===== config.mk =====
export PLATFORM = sky130hd
export DESIGN_NAME = wb_downsizer_128to32
export DESIGN_NICKNAME = d
export VERILOG_FILES = /design/src/rtl/wb_downsizer_128to32.sv
export SDC_FILE = /design/constraint.sdc
export NUM_CORES = 1
export LEC_CHECK = 0
export CAP_MARGIN = 20
export CORE_MARGIN = 3
export CORE_UTILIZATION = 44
export CTS_CLUSTER_DIAMETER = 120
export DETAILED_ROUTE_END_ITERATION = 10
export GPL_TIMING_DRIVEN = 0
export HOLD_SLACK_MARGIN = 0.06
export PLACE_DENSITY = 0.74
export SYNTH_ARGS = -nofsm -noshare
export SYNTH_HDL_FRONTEND = slang
export SYNTH_SLANG_ARGS = --single-unit

===== constraint.sdc =====
create_clock -name clk -period 11.74 [get_ports clk]
set_input_delay 2.935 -clock clk [delete_from_list [all_inputs] [get_ports clk]]
set_output_delay 2.935 -clock clk [all_outputs]
set_load 0.005 [all_outputs]

===== src/rtl/wb_downsizer_128to32.sv =====
// wb_downsizer_128to32
//
// Bridges a 128-bit Wishbone slave port onto a 32-bit Wishbone master port.
// Each upstream request is latched and split into one downstream beat per
// active 32-bit lane (a lane is active when any of its four byte selects is
// set). Lanes are issued lowest first. Read data is gathered into a 128-bit
// buffer and returned with a single upstream ack. A downstream error or a
// watchdog expiry aborts the remaining lanes and returns a single upstream
// error.
//
// Ports:
//   clk, rst                 clock, asynchronous active-high reset
//   s_wb_adr/sel/we/dat_i    upstream request (byte address, 16 byte selects)
//   s_wb_cyc/stb             upstream cycle/strobe
//   s_wb_dat_o               upstream read data (valid with s_wb_ack)
//   s_wb_ack/err             upstream completion/error, one-cycle pulses
//   m_wb_adr/sel/we/dat_o    downstream beat (32-bit word address, 4 selects)
//   m_wb_cyc/stb             downstream cycle/strobe
//   m_wb_dat_i               downstream read data
//   m_wb_ack/err             downstream completion/error
//
// Parameters:
//   AW       address width on both ports
//   TIMEOUT  cycles a beat may wait for ack/err before erroring; 0 = no limit
module wb_downsizer_128to32 #(
   parameter int AW      = 32,
   parameter int TIMEOUT = 255
) (
   input  logic          clk,
   input  logic          rst,
   input  logic [AW-1:0] s_wb_adr,
   input  logic [15:0]   s_wb_sel,
   input  logic          s_wb_we,
   input  logic [127:0]  s_wb_dat_i,
   output logic [127:0]  s_wb_dat_o,
   input  logic          s_wb_cyc,
   input  logic          s_wb_stb,
   output logic          s_wb_ack,
   output logic          s_wb_err,
   output logic [AW-1:0] m_wb_adr,
   output logic [3:0]    m_wb_sel,
   output logic          m_wb_we,
   output logic [31:0]   m_wb_dat_o,
   input  logic [31:0]   m_wb_dat_i,
   output logic          m_wb_cyc,
   output logic          m_wb_stb,
   input  logic          m_wb_ack,
   input  logic          m_wb_err
);

   // The watchdog only ever counts up to TIMEOUT-1 before firing.
   localparam int WW = (TIMEOUT < 2) ? 1 : $clog2(TIMEOUT);

   typedef enum logic [1:0] {IDLE, BEAT, DONE, ERR} state_t;

   state_t         state;
   state_t         state_nxt;
   logic [AW-5:0]  adr_q;
   logic [15:0]    sel_q;
   logic           we_q;
   logic [127:0]   dat_q;
   logic [3:0]     pending;
   logic [127:0]   rbuf;
   logic [WW-1:0]  wdog;
   logic [3:0]     req_mask;
   logic [1:0]     lane;
   logic [3:0]     lane_oh;
   logic           accept;
   logic           beat_ack;
   logic           timeout_hit;
   logic           leave;
   logic           unused_adr_bits;

   // The byte offset inside the 128-bit word is implied by the selects, so
   // the low address nibble carries no information for this bridge.
   assign unused_adr_bits = ^s_wb_adr[3:0];

   // A lane is active when any byte in it is selected.
   always_comb begin
      req_mask = '0;
      for (int k = 0; k < 4; k++) begin
         req_mask[k] = |s_wb_sel[4*k +: 4];
      end
   end

   // Current lane is the lowest pending one; later ifs win, so the lowest
   // set bit ends up selected.
   always_comb begin
      lane = 2'd3;
      if (pending[2]) lane = 2'd2;
      if (pending[1]) lane = 2'd1;
      if (pending[0]) lane = 2'd0;
   end

   assign lane_oh     = 4'b0001 << lane;
   assign timeout_hit = (TIMEOUT != 0) && (wdog == WW'(TIMEOUT - 1));
   assign leave       = (state != IDLE) && (state_nxt == IDLE);

   // State register; reset drops straight to IDLE so every output, which is
   // decoded from the state, falls to zero in the same cycle.
   always_ff @(posedge clk or posedge rst) begin
      if (rst) begin
         state <= IDLE;
      end else begin
         state <= state_nxt;
      end
   end

   // Next-state and output decode. Downstream signals are qualified with
   // s_wb_cyc so an upstream abort removes m_wb_cyc in the very same cycle.
   // Error wins over a simultaneous ack.
   always_comb begin
      state_nxt  = state;
      accept     = 1'b0;
      beat_ack   = 1'b0;
      s_wb_ack   = 1'b0;
      s_wb_err   = 1'b0;
      s_wb_dat_o = '0;
      m_wb_adr   = '0;
      m_wb_sel   = '0;
      m_wb_we    = 1'b0;
      m_wb_dat_o = '0;
      m_wb_cyc   = 1'b0;
      m_wb_stb   = 1'b0;
      case (state)
         IDLE: begin
            if (s_wb_cyc && s_wb_stb) begin
               accept    = 1'b1;
               state_nxt = (|req_mask) ? BEAT : DONE;
            end
         end
         BEAT: begin
            if (!s_wb_cyc) begin
               state_nxt = IDLE;
            end else begin
               m_wb_cyc   = 1'b1;
               m_wb_stb   = 1'b1;
               m_wb_adr   = {adr_q, lane, 2'b00};
               m_wb_sel   = sel_q[{lane, 2'b00} +: 4];
               m_wb_dat_o = dat_q[{lane, 5'b00000} +: 32];
               m_wb_we    = we_q;
               if (m_wb_err) begin
                  state_nxt = ERR;
               end else if (m_wb_ack) begin
                  beat_ack = 1'b1;
                  if ((pending & ~lane_oh) == 4'b0000) begin
                     state_nxt = DONE;
                  end
               end else if (timeout_hit) begin
                  state_nxt = ERR;
               end
            end
         end
         DONE: begin
            s_wb_ack   = 1'b1;
            s_wb_dat_o = rbuf;
            state_nxt  = IDLE;
         end
         ERR: begin
            s_wb_err  = 1'b1;
            state_nxt = IDLE;
         end
         default: state_nxt = IDLE;
      endcase
   end

   // Request capture, lane bookkeeping, read gathering and the per-beat
   // watchdog. The watchdog restarts on acceptance and after every acked
   // beat, so each beat gets its own full budget.
   always_ff @(posedge clk or posedge rst) begin
      if (rst) begin
         adr_q   <= '0;
         sel_q   <= '0;
         we_q    <= 1'b0;
         dat_q   <= '0;
         pending <= '0;
         rbuf    <= '0;
         wdog    <= '0;
      end else if (accept) begin
         adr_q   <= s_wb_adr[AW-1:4];
         sel_q   <= s_wb_sel;
         we_q    <= s_wb_we;
         dat_q   <= s_wb_dat_i;
         pending <= req_mask;
         rbuf    <= '0;
         wdog    <= '0;
      end else if (leave) begin
         pending <= '0;
         rbuf    <= '0;
         wdog    <= '0;
      end else if (state == BEAT) begin
         if (beat_ack) begin
            pending <= pending & ~lane_oh;
            wdog    <= '0;
            if (!we_q) begin
               rbuf[{lane, 5'b00000} +: 32] <= m_wb_dat_i;
            end
         end else begin
            wdog <= wdog + WW'(1);
         end
      end
   end

endmodule


==> results.txt, run 1 <==
CP Capture Type: primary output
hold_sp: adr_q[21]
RSZ-0062 raised after global routing: no
initial antenna violation count: 6
clock root cell: clkbuf_16
Hold Vio Cnt, Final: 0
Setup CP Type: in -> out
largest cells by area after synthesis: dfrtp_1, nand2_1, and2_1, nand3_1, a21oi_1
average size of a mapped cell: 8.443 um2
r2r setup slk: 8.24 ns
Storage cell area: 7883 um2
Clock Skew: 0.008740 ns
First-pass DRT Iterations: 5
Post-synth EDFFs: 0
post-route cell area: 20870 um2
hold endpoint: adr_q[21]
chip height: 190.6 um
worst min-delay path class: reg -> reg
setup bufs post-CTS: 0
share of cells above drive strength 1: 6.403%
max cap viols: 0
Peak Freq: 0.1219 GHz
CTS clock-pin slew for the worst setup and hold paths: 0.06 ns
Remaining DRCs: 0
pin count of the biggest net entering global routing: 116
Switch Pwr: 0.9141 mW
switching part of the total power: 29.88%
XOR/XNOR Fraction of Synth Area: 0%
slowest cell on the critical path: clkdlybuf4s50_1
Clk network pwr share: 36.7%
final WL: 52.67 mm
yosys synthesis warning count: 0
crit path cell chain: clkdlybuf4s50_1, nand2_1, inv_1, clkbuf_1, and2_1, clkdlybuf4s50_1
Netlist cell types: 43
number of global-route vias before repair: 14.58k
Synth Area in Compound Gates: 10.39%
CORE AREA: 33030 um2
Main synth FF type: dfrtp_1
reg2reg start: pending[2]
Final Setup Violations: 0
Via Count: 14.55k
FF-to-FF path depth: 9
top cell type's share of synthesized area: 52.60%
sequential area share after synthesis: 52.60%
worst endpoint required time: 8.81 ns
Power Total: 3.059 mW
PwrDens: 146.6 nW/um2
final period utilization: 69.87%
critical path fanouts, max: 10
Gate power share: 20.7%
routed length per instance: 19.56 um
fin crit period: 8.203 ns
final core utilization: 63.19%
Gate Count Post-Synth: 1775
Net count, final: 2444
leakage: 9.532 nW
initial DRC count: 1244
die width: 190.6 um
Synth Area in Simple Gates: 31.25%
Max VDD drop: 0.09130 mV
GRT overflow: 0
dpl hpwl: 39.94 mm
hold_buf cts: 0
Final GP Congestion: 0.9157
Largest stage delay, worst path: 0.65 ns
CP Launch Type: primary input
Routed Antenna Nets: 0
CTS tree: done
Sink Count: 315
Rel. slew slack: 41.61%
Worst-Skew Late Latency: 0.51 ns
slew of the pin with the lowest slew margin: 0.8711 ns
Crit path top cell by count: clkdlybuf4s50_1
Port-buffer cells: 409
Post-Syn Area: 14990 um2
hold path cells: 2
Int Power: 2.145 mW
Post-DP Area: 19700 um2
final slew viol count: 0
H-tree levels: 2
Arr. time, crit path: 5.27 ns
Die ar.: 36310 um2
total CTS buffers: 35
Reg power frac: 42.6%
Clock Path Buffers: 3
number of fill cells: 2842
num ports: 416
post-synthesis mux area share: 0%
Synth Register Bits: 315
status: finished clean
initial cell density of the core: 45.37%
ys async rst share: 100.0%
largest family of logic cells by synthesized area: simple AND/OR/NAND/NOR gates
cell row count: 66
cell taking the most area after synthesis: dfrtp_1
Tot GR Track Use: 28.63%
Multi-input gate area: 6311 um2
P&R area growth vs syn: 39.28%
Adder-Cell Fraction of Synth Area: 0.4174%
capturing point of the worst reg2reg path: rbuf[114]
first-pass GRT wire length: 81.48 mm
Avg Vias per Cell: 5.402
CTS resizes: 0
==> worst max path at each step <==
stage | depth (start not counted) | start | endpoint
6_report | 6 | s_wb_cyc | m_wb_dat_o[13]
5_1_grt | 6 | s_wb_cyc | m_wb_dat_o[13]
4_1_cts | 6 | s_wb_cyc | m_wb_dat_o[13]
3_5_place_dp | 6 | s_wb_cyc | m_wb_sel[0]
3_3_place_gp | 2 | rst | adr_q[18]
2_1_floorplan | 1 | rst | adr_q[0]
==> through the flow <==
stage | hold WS (ns) | instances | TNS, ns | setup WS (ns)
global route | 0.4890 | 2693 | 0 | 3.361
floorplan | 0.4369 | 1776 | 0 | 0.09049
finish | 0.4649 | 2693 | 0 | 3.537
CTS | 0.4696 | 2691 | 0 | 3.501
detailed placement | 0.4550 | 2629 | 0 | 3.541
global placement | 0.4493 | 2627 | -1151.40 | -3.672
==> routing by layer <==
metal / up-vias / share of wire (%) / global-route usage [%]
met2: 733 / 49 / 48.48
met5: - / 0.11 / 0
met1: 6967 / 39 / 36.89
li1: 6725 / - / -
met3: 114 / 8.7 / 5.588
met4: 8 / 3.3 / 9.992
==> final cells by class <==
type	count	share of cell area, %
Antenna cell	2	0.02398
Buffer	149	3.692
Clock buffer	55	5.047
Clock inverter	7	0.5515
Inverter	7	0.1618
Multi-Input combinational cell	1305	30.23
Sequential cell	315	37.76
Tap cell	442	2.649
Timing Repair Buffer	411	19.88
==> power by group through the flow <==
stage                     Combinational, mW  Clock [mW]  Sequential [mW]
after floorplan                       0.365           0             1.29
after global placement                0.612           0             1.32
after detailed placement              0.627           0             1.32
after CTS                             0.632        1.14             1.30
after global routing                  0.701        1.18             1.32
final                                 0.633        1.12             1.30
==> critical path, delay by kind of cell <==
family	cells	cell delay [ns]
buf+inv	4	1.95
simple gates	2	0.37
==> Yosys cell counts, types with 3 or more instances <==
cell type,number
inv_1,7
a21oi_1,136
nand2b_1,3
o21ai_0,41
ha_1,5
buf_1,11
nand3_1,137
a22oi_1,72
dfrtp_1,315
o22ai_1,4
o211ai_1,3
nand4_1,4
nor2b_1,7
clkbuf_1,52
a31oi_1,3
buf_4,4
buf_2,67
nor4_1,5
buf_6,15
and3_1,33
nor2_1,7
nand2_1,655
nand4b_1,3
and2_1,165
==> registers in the layout (all words and copies together), names as in the netlist <==
signal	flops
dat_q	128
we_q	1
state	2
rbuf	128
wdog	8
pending	4
adr_q	28
sel_q	16
==> layout by cell type, fill, tap and decap left out, types with 3 or more instances in the layout <==
| cell | Yosys | final |
|---|---|---|
| o22ai_1 | 4 | 4 |
| buf_1 | 11 | 11 |
| a21oi_1 | 136 | 136 |
| clkbuf_8 | 0 | 6 |
| ha_1 | 5 | 5 |
| a31oi_1 | 3 | 3 |
| nand4_1 | 4 | 4 |
| clkbuf_16 | 0 | 37 |
| nor2b_1 | 7 | 7 |
| inv_1 | 7 | 6 |
| a22oi_1 | 72 | 72 |
| dfrtp_1 | 315 | 315 |
| nor2_1 | 7 | 7 |
| nand2b_1 | 3 | 3 |
| nand3_1 | 137 | 137 |
| nand2_1 | 655 | 655 |
| and2_1 | 165 | 165 |
| clkbuf_1 | 52 | 64 |
| buf_4 | 4 | 4 |
| clkdlybuf4s50_1 | 0 | 409 |
| and3_1 | 33 | 33 |
| buf_6 | 15 | 15 |
| bufinv_16 | 0 | 3 |
| nor4_1 | 5 | 5 |
| o211ai_1 | 3 | 3 |
| buf_2 | 67 | 67 |
| o21ai_0 | 41 | 41 |
| nand4b_1 | 3 | 3 |
==> cell families (layout without fill, tap and decap cells) <==
kind of cell	after synthesis	count (layout)
AND/OR/NAND/NOR	1033	1033
flip-flops	315	315
AO/OA/AOI/OAI	265	265
buffers and inverters	156	629
adder cells (fa/ha/maj)	5	5
other	1	4
No activity file was read; power rests on OpenSTA's default activity.
==> inputs of run 2 (changes only) <==
Settings changed: CORE_UTILIZATION 44 to 49, PLACE_DENSITY 0.74 to 0.78.
Clock period 11.74 ns to 8.3 ns, I/O delays scaled along.
==> run 2 against run 1 <==
Net effect:
- setup slack got worse by 1.8 ns
- die area down 9.9%
- register-to-register slack worse by 3.4 ns
- combinational power is 42% higher
- sequential cell count unchanged
- non-clock buffer count increased by 6
- clock power increased by 40%
- sequential share of layout area about the same
- count of clock-buffer cells in the layout decreased by 5
- largest power group unchanged
==> results.txt, run 2 (same netlist as run 1, synthesis figures left out) <==
clock root cell: clkbuf_16
initial DRC count: 1477
Critical Path Start: s_wb_cyc
top flop regs: dat_q (128), rbuf (128), adr_q (28)
CTS resizes: 0
pin count of the biggest net entering global routing: 44
cell row count: 63
FF-to-FF path depth: 10
P&R area growth vs syn: 39.38%
final period utilization: 78.89%
Final Setup Violations: 0
initial antenna violation count: 1
worst endpoint required time: 6.23 ns
status: finished clean
Reg power frac: 42.8%
H-tree levels: 2
dpl hpwl: 39.47 mm
pre-CTS WS: 1.775 ns
Clock Path Buffers: 3
num ports: 416
Avg Vias per Cell: 5.522
setup bufs post-CTS: 0
Arr. time, crit path: 4.47 ns
Tot GR Track Use: 30.82%
hold_buf cts: 0
slew of the pin with the lowest slew margin: 0.7841 ns
Max VDD drop: 0.1484 mV
Switch Pwr: 1.288 mW
fin crit period: 6.548 ns
r2r setup slk: 4.87 ns
Via Count: 14.60k
share of cells above drive strength 1: 6.744%
chip height: 180.9 um
Clk network pwr share: 36.3%
Int Power: 3.020 mW
CORE AREA: 29870 um2
switching part of the total power: 29.90%
Rel. slew slack: 47.25%
Sink Count: 315
critical path fanouts, max: 11
most frequent cells in the layout: nand2_1, clkdlybuf4s50_1, dfrtp_1
end of the critical path: m_wb_dat_o[30]
final WL: 52.16 mm
Routed Antenna Nets: 0
Clock Skew: 0.01698 ns
initial cell density of the core: 50.17%
PwrDens: 206.2 nW/um2
Worst-Skew Late Latency: 0.51 ns
CP Launch Type: primary input
Setup CP Type: in -> out
Die ar.: 32720 um2
leakage: 9.581 nW
number of global-route vias before repair: 14.41k
total CTS buffers: 35
number of fill cells: 2364
reg2reg start: pending[1]
first-pass GRT wire length: 80.32 mm
capturing point of the worst reg2reg path: rbuf[103]
Net count, final: 2450
First-pass DRT Iterations: 5
CTS tree: done
worst min-delay path class: reg -> reg
Peak Freq: 0.1527 GHz
Port-buffer cells: 409
antenna diode count: 0
final slew viol count: 0
Post-Layout Cell Count: 2644
Remaining DRCs: 0
routed length per instance: 19.73 um
DP Cell Count: 2583
Hold Vio Cnt, Final: 0
CTS clock-pin slew for the worst setup and hold paths: 0.05 ns
Gate power share: 20.8%
Final GP Congestion: 0.9238
max cap viols: 0
most common cell after layout, fill and taps aside: nand2_1
RSZ-0062 raised after global routing: no
final worst slack: 1.752 ns
CP Capture Type: primary output
die width: 180.9 um
GRT overflow: 0
==> run 2: cell types whose count changed in the layout (fill, tap and decap cells not counted) <==
cell	previous run	this run
buf_12	0	8
clkinv_2	2	6
clkbuf_1	64	61
buf_16	2	0
clkbuf_8	6	4
diode_2	2	0
clkinv_4	0	1
clkinvlp_4	2	1
inv_6	0	1
inv_8	1	0
==> run 2: power groups by stage <==
stage	clock, mW	combinational [mW]	sequential (mW)
2_1_floorplan	0	0.516	1.83
3_3_place_gp	0	0.853	1.86
3_5_place_dp	0	0.882	1.87
4_1_cts	1.58	0.892	1.84
5_1_grt	1.65	0.988	1.87
6_report	1.57	0.897	1.85
==> run 2: critical path: stages <==
cell	delay, ns
clkdlybuf4s50_1	0.64
nand2_1	0.16
inv_1	0.32
clkbuf_1	0.46
and2_1	0.26
clkdlybuf4s50_1	0.55
==> run 2: final cells by class <==
type                    instances  area, um2  area share (%)
plain buffers                 149      770.7           3.690
clock buffers                  50       1015           4.858
clock inverters                11      137.6          0.6589
inverters                       7      30.03          0.1438
multi-input cells            1305       6311           30.21
flip-flops and latches        315       7883           37.74
well taps                     390      488.0           2.336
repair buffers                417       4254           20.37
==> run 2: through the flow <==
step	power, mW	setup TNS (ns)	area [um2]	hold WS [ns]	util [%]
final	4.308	0	20890	0.4680	69.92
after global routing	4.502	0	20890	0.4881	69.92
after CTS	4.315	0	20890	0.4699	69.92
after detailed placement	2.748	0	19740	0.4553	66.06
after global placement	2.714	-25.56	19580	0.4502	65.53
after floorplan	2.348	0	14990	0.4369	-
==> run 2: layer usage <==
| layer | vias to the layer above | GRT usage, % | part of all wire, % |
|---|---|---|---|
| met4 | 2 | 10.90 | 3.7 |
| li1 | 6713 | - | - |
| met2 | 775 | 52.56 | 49 |
| met1 | 6999 | 39.08 | 39 |
| met5 | - | 0 | 0.038 |
| met3 | 112 | 6.402 | 8.8 |
==> run 2: worst min-delay path by stage <==
stage	to	from	cells past startpoint	slack, ns
floorplan	adr_q[26]	adr_q[26]	2	0.44
global placement	adr_q[18]	adr_q[18]	2	0.45
detailed placement	adr_q[27]	adr_q[27]	2	0.46
CTS	adr_q[27]	adr_q[27]	2	0.47
global route	dat_q[117]	dat_q[117]	2	0.49
finish	adr_q[23]	adr_q[23]	2	0.47
==> inputs of run 3 (changes only) <==
Settings changed: CORE_UTILIZATION 49 to 44, PLACE_DENSITY 0.78 to 0.74.
Clock period 8.3 ns to 5.7 ns, I/O delays scaled along.
==> run 3 against run 2 <==
Net effect:
- sequential cell count is the same
- clock skew shrank 0.0068 ns
- worst hold slack lost 0.0021 ns
- final cell count grew 1.9%
- utilization shrank 6.8 points
- first-iteration DRC count shrank 27%
- critical path depth is the same
- wire length grew 1.6%
- critical path type unchanged
- global-route usage shrank 2.2 points
- die area grew 11%
==> results.txt, run 3 (same netlist as run 1, synthesis figures left out) <==
status: finished clean
Routed Antenna Nets: 0
Via Count: 14.45k
number of global-route vias before repair: 14.45k
Port-buffer cells: 409
Peak Freq: 0.1930 GHz
total CTS buffers: 35
slew of the pin with the lowest slew margin: 0.8072 ns
Max VDD drop: 0.1755 mV
final period utilization: 90.89%
leakage: 9.527 nW
fin crit period: 5.181 ns
hold_buf cts: 0
Clock Skew: 0.01021 ns
CORE AREA: 33030 um2
clock root cell: clkbuf_16
worst endpoint required time: 4.28 ns
CP Launch Type: primary input
Power Total: 6.107 mW
worst min-delay path class: reg -> reg
DP Cell Count: 2635
Clock Path Buffers: 3
Hold Vio Cnt, Final: 0
Net count, final: 2450
Post-Layout Cell Count: 2695
Remaining DRCs: 0
worst hold slack: 0.4659 ns
Avg Vias per Cell: 5.360
routed length per instance: 19.67 um
most common cell after layout, fill and taps aside: nand2_1
CP Capture Type: primary output
met1 GRT Util: 36.57%
pin count of the biggest net entering global routing: 45
H-tree levels: 2
number of fill cells: 2835
routing usage on met2: 48.88%
setup bufs post-CTS: 0
First-pass DRT Iterations: 5
chip height: 190.6 um
share of cells above drive strength 1: 6.572%
final WL: 53.00 mm
GRT overflow: 0
Rel. slew slack: 45.89%
Arr. time, crit path: 3.76 ns
Multi-input gate area: 6311 um2
met3 Track Usage GR: 6.176%
die width: 190.6 um
initial antenna violation count: 5
Storage cell area: 7883 um2
Setup CP Type: in -> out
Sink Count: 315
num ports: 416
CTS resizes: 0
PwrDens: 293.0 nW/um2
setup TNS: 0 ns
first-pass GRT wire length: 81.36 mm
final slew viol count: 0
initial cell density of the core: 45.37%
P&R area growth vs syn: 39.06%
Tot GR Track Use: 28.59%
CTS tree: done
top flop regs: dat_q (128), rbuf (128), adr_q (28)
cell row count: 66
most frequent cells in the layout: nand2_1, clkdlybuf4s50_1, dfrtp_1
Final GP Congestion: 0.9164
RSZ-0062 raised after global routing: no
Final Setup Violations: 0
max cap viols: 0
CTS clock-pin slew for the worst setup and hold paths: 0.06 ns
critical path fanouts, max: 11
Worst-Skew Late Latency: 0.51 ns
Die ar.: 36310 um2
dpl hpwl: 40.39 mm
initial DRC count: 1083
busiest layer in global routing: met2
run 3: per-layer routing:
| metal | up-vias | share of wire, % |
|---|---|---|
| met2 | 708 | 49 |
| met1 | 6894 | 39 |
| met4 | 8 | 3.0 |
| met5 | - | 0.091 |
| met3 | 111 | 8.7 |
| li1 | 6725 | - |
run 3: worst paths after layout:
path / from / to / slack (ns) / depth (start not counted)
worst max-delay path: s_wb_cyc / m_wb_sel[2] / 0.52 / 6
worst min-delay path: adr_q[0] / adr_q[0] / 0.47 / 2
worst max register to register: pending[2] / rbuf[113] / 2.14 / 9
worst min register to register: adr_q[0] / adr_q[0] / 0.47 / 2
max in group asynchronous: rst / adr_q[20] / 3.30 / 6
min in group asynchronous: rst / rbuf[102] / 1.33 / 3
run 3: power by group:
| group | total [mW] | switching (mW) | internal, mW |
|---|---|---|---|
| sequential | 2.69 | 0.178 | 2.52 |
| combinational | 1.31 | 0.803 | 0.506 |
| clock | 2.11 | 0.890 | 1.22 |
| total | 6.11 | 1.87 | 4.24 |
run 3: through the flow:
stage / area (um2) / worst slack [ns] / util [%]
5_1_grt: 20840 / 0.4038 / 63.09
3_3_place_gp: 19640 / -2.068 / 59.46
4_1_cts: 20840 / 0.4847 / 63.09
6_report: 20840 / 0.5195 / 63.09
2_1_floorplan: 14990 / 0.07814 / -
3_5_place_dp: 19800 / 0.4990 / 59.95
run 3: worst max-delay path, cell delays in order:
cell and delay (ns):
clkdlybuf4s50_1 0.64, nand2_1 0.17, inv_1 0.33, clkbuf_1 0.44
and2_1 0.24, clkdlybuf4s50_1 0.52
run 3: final cells by class:
type                    count  area share (%)
multi-input cells        1305           30.28
clock inverters            10          0.3782
clock buffers              49           4.599
well taps                 442           2.654
inverters                   7          0.1441
repair buffers            417           20.41
diodes                      1         0.01201
flip-flops and latches    315           37.82
plain buffers             149           3.698
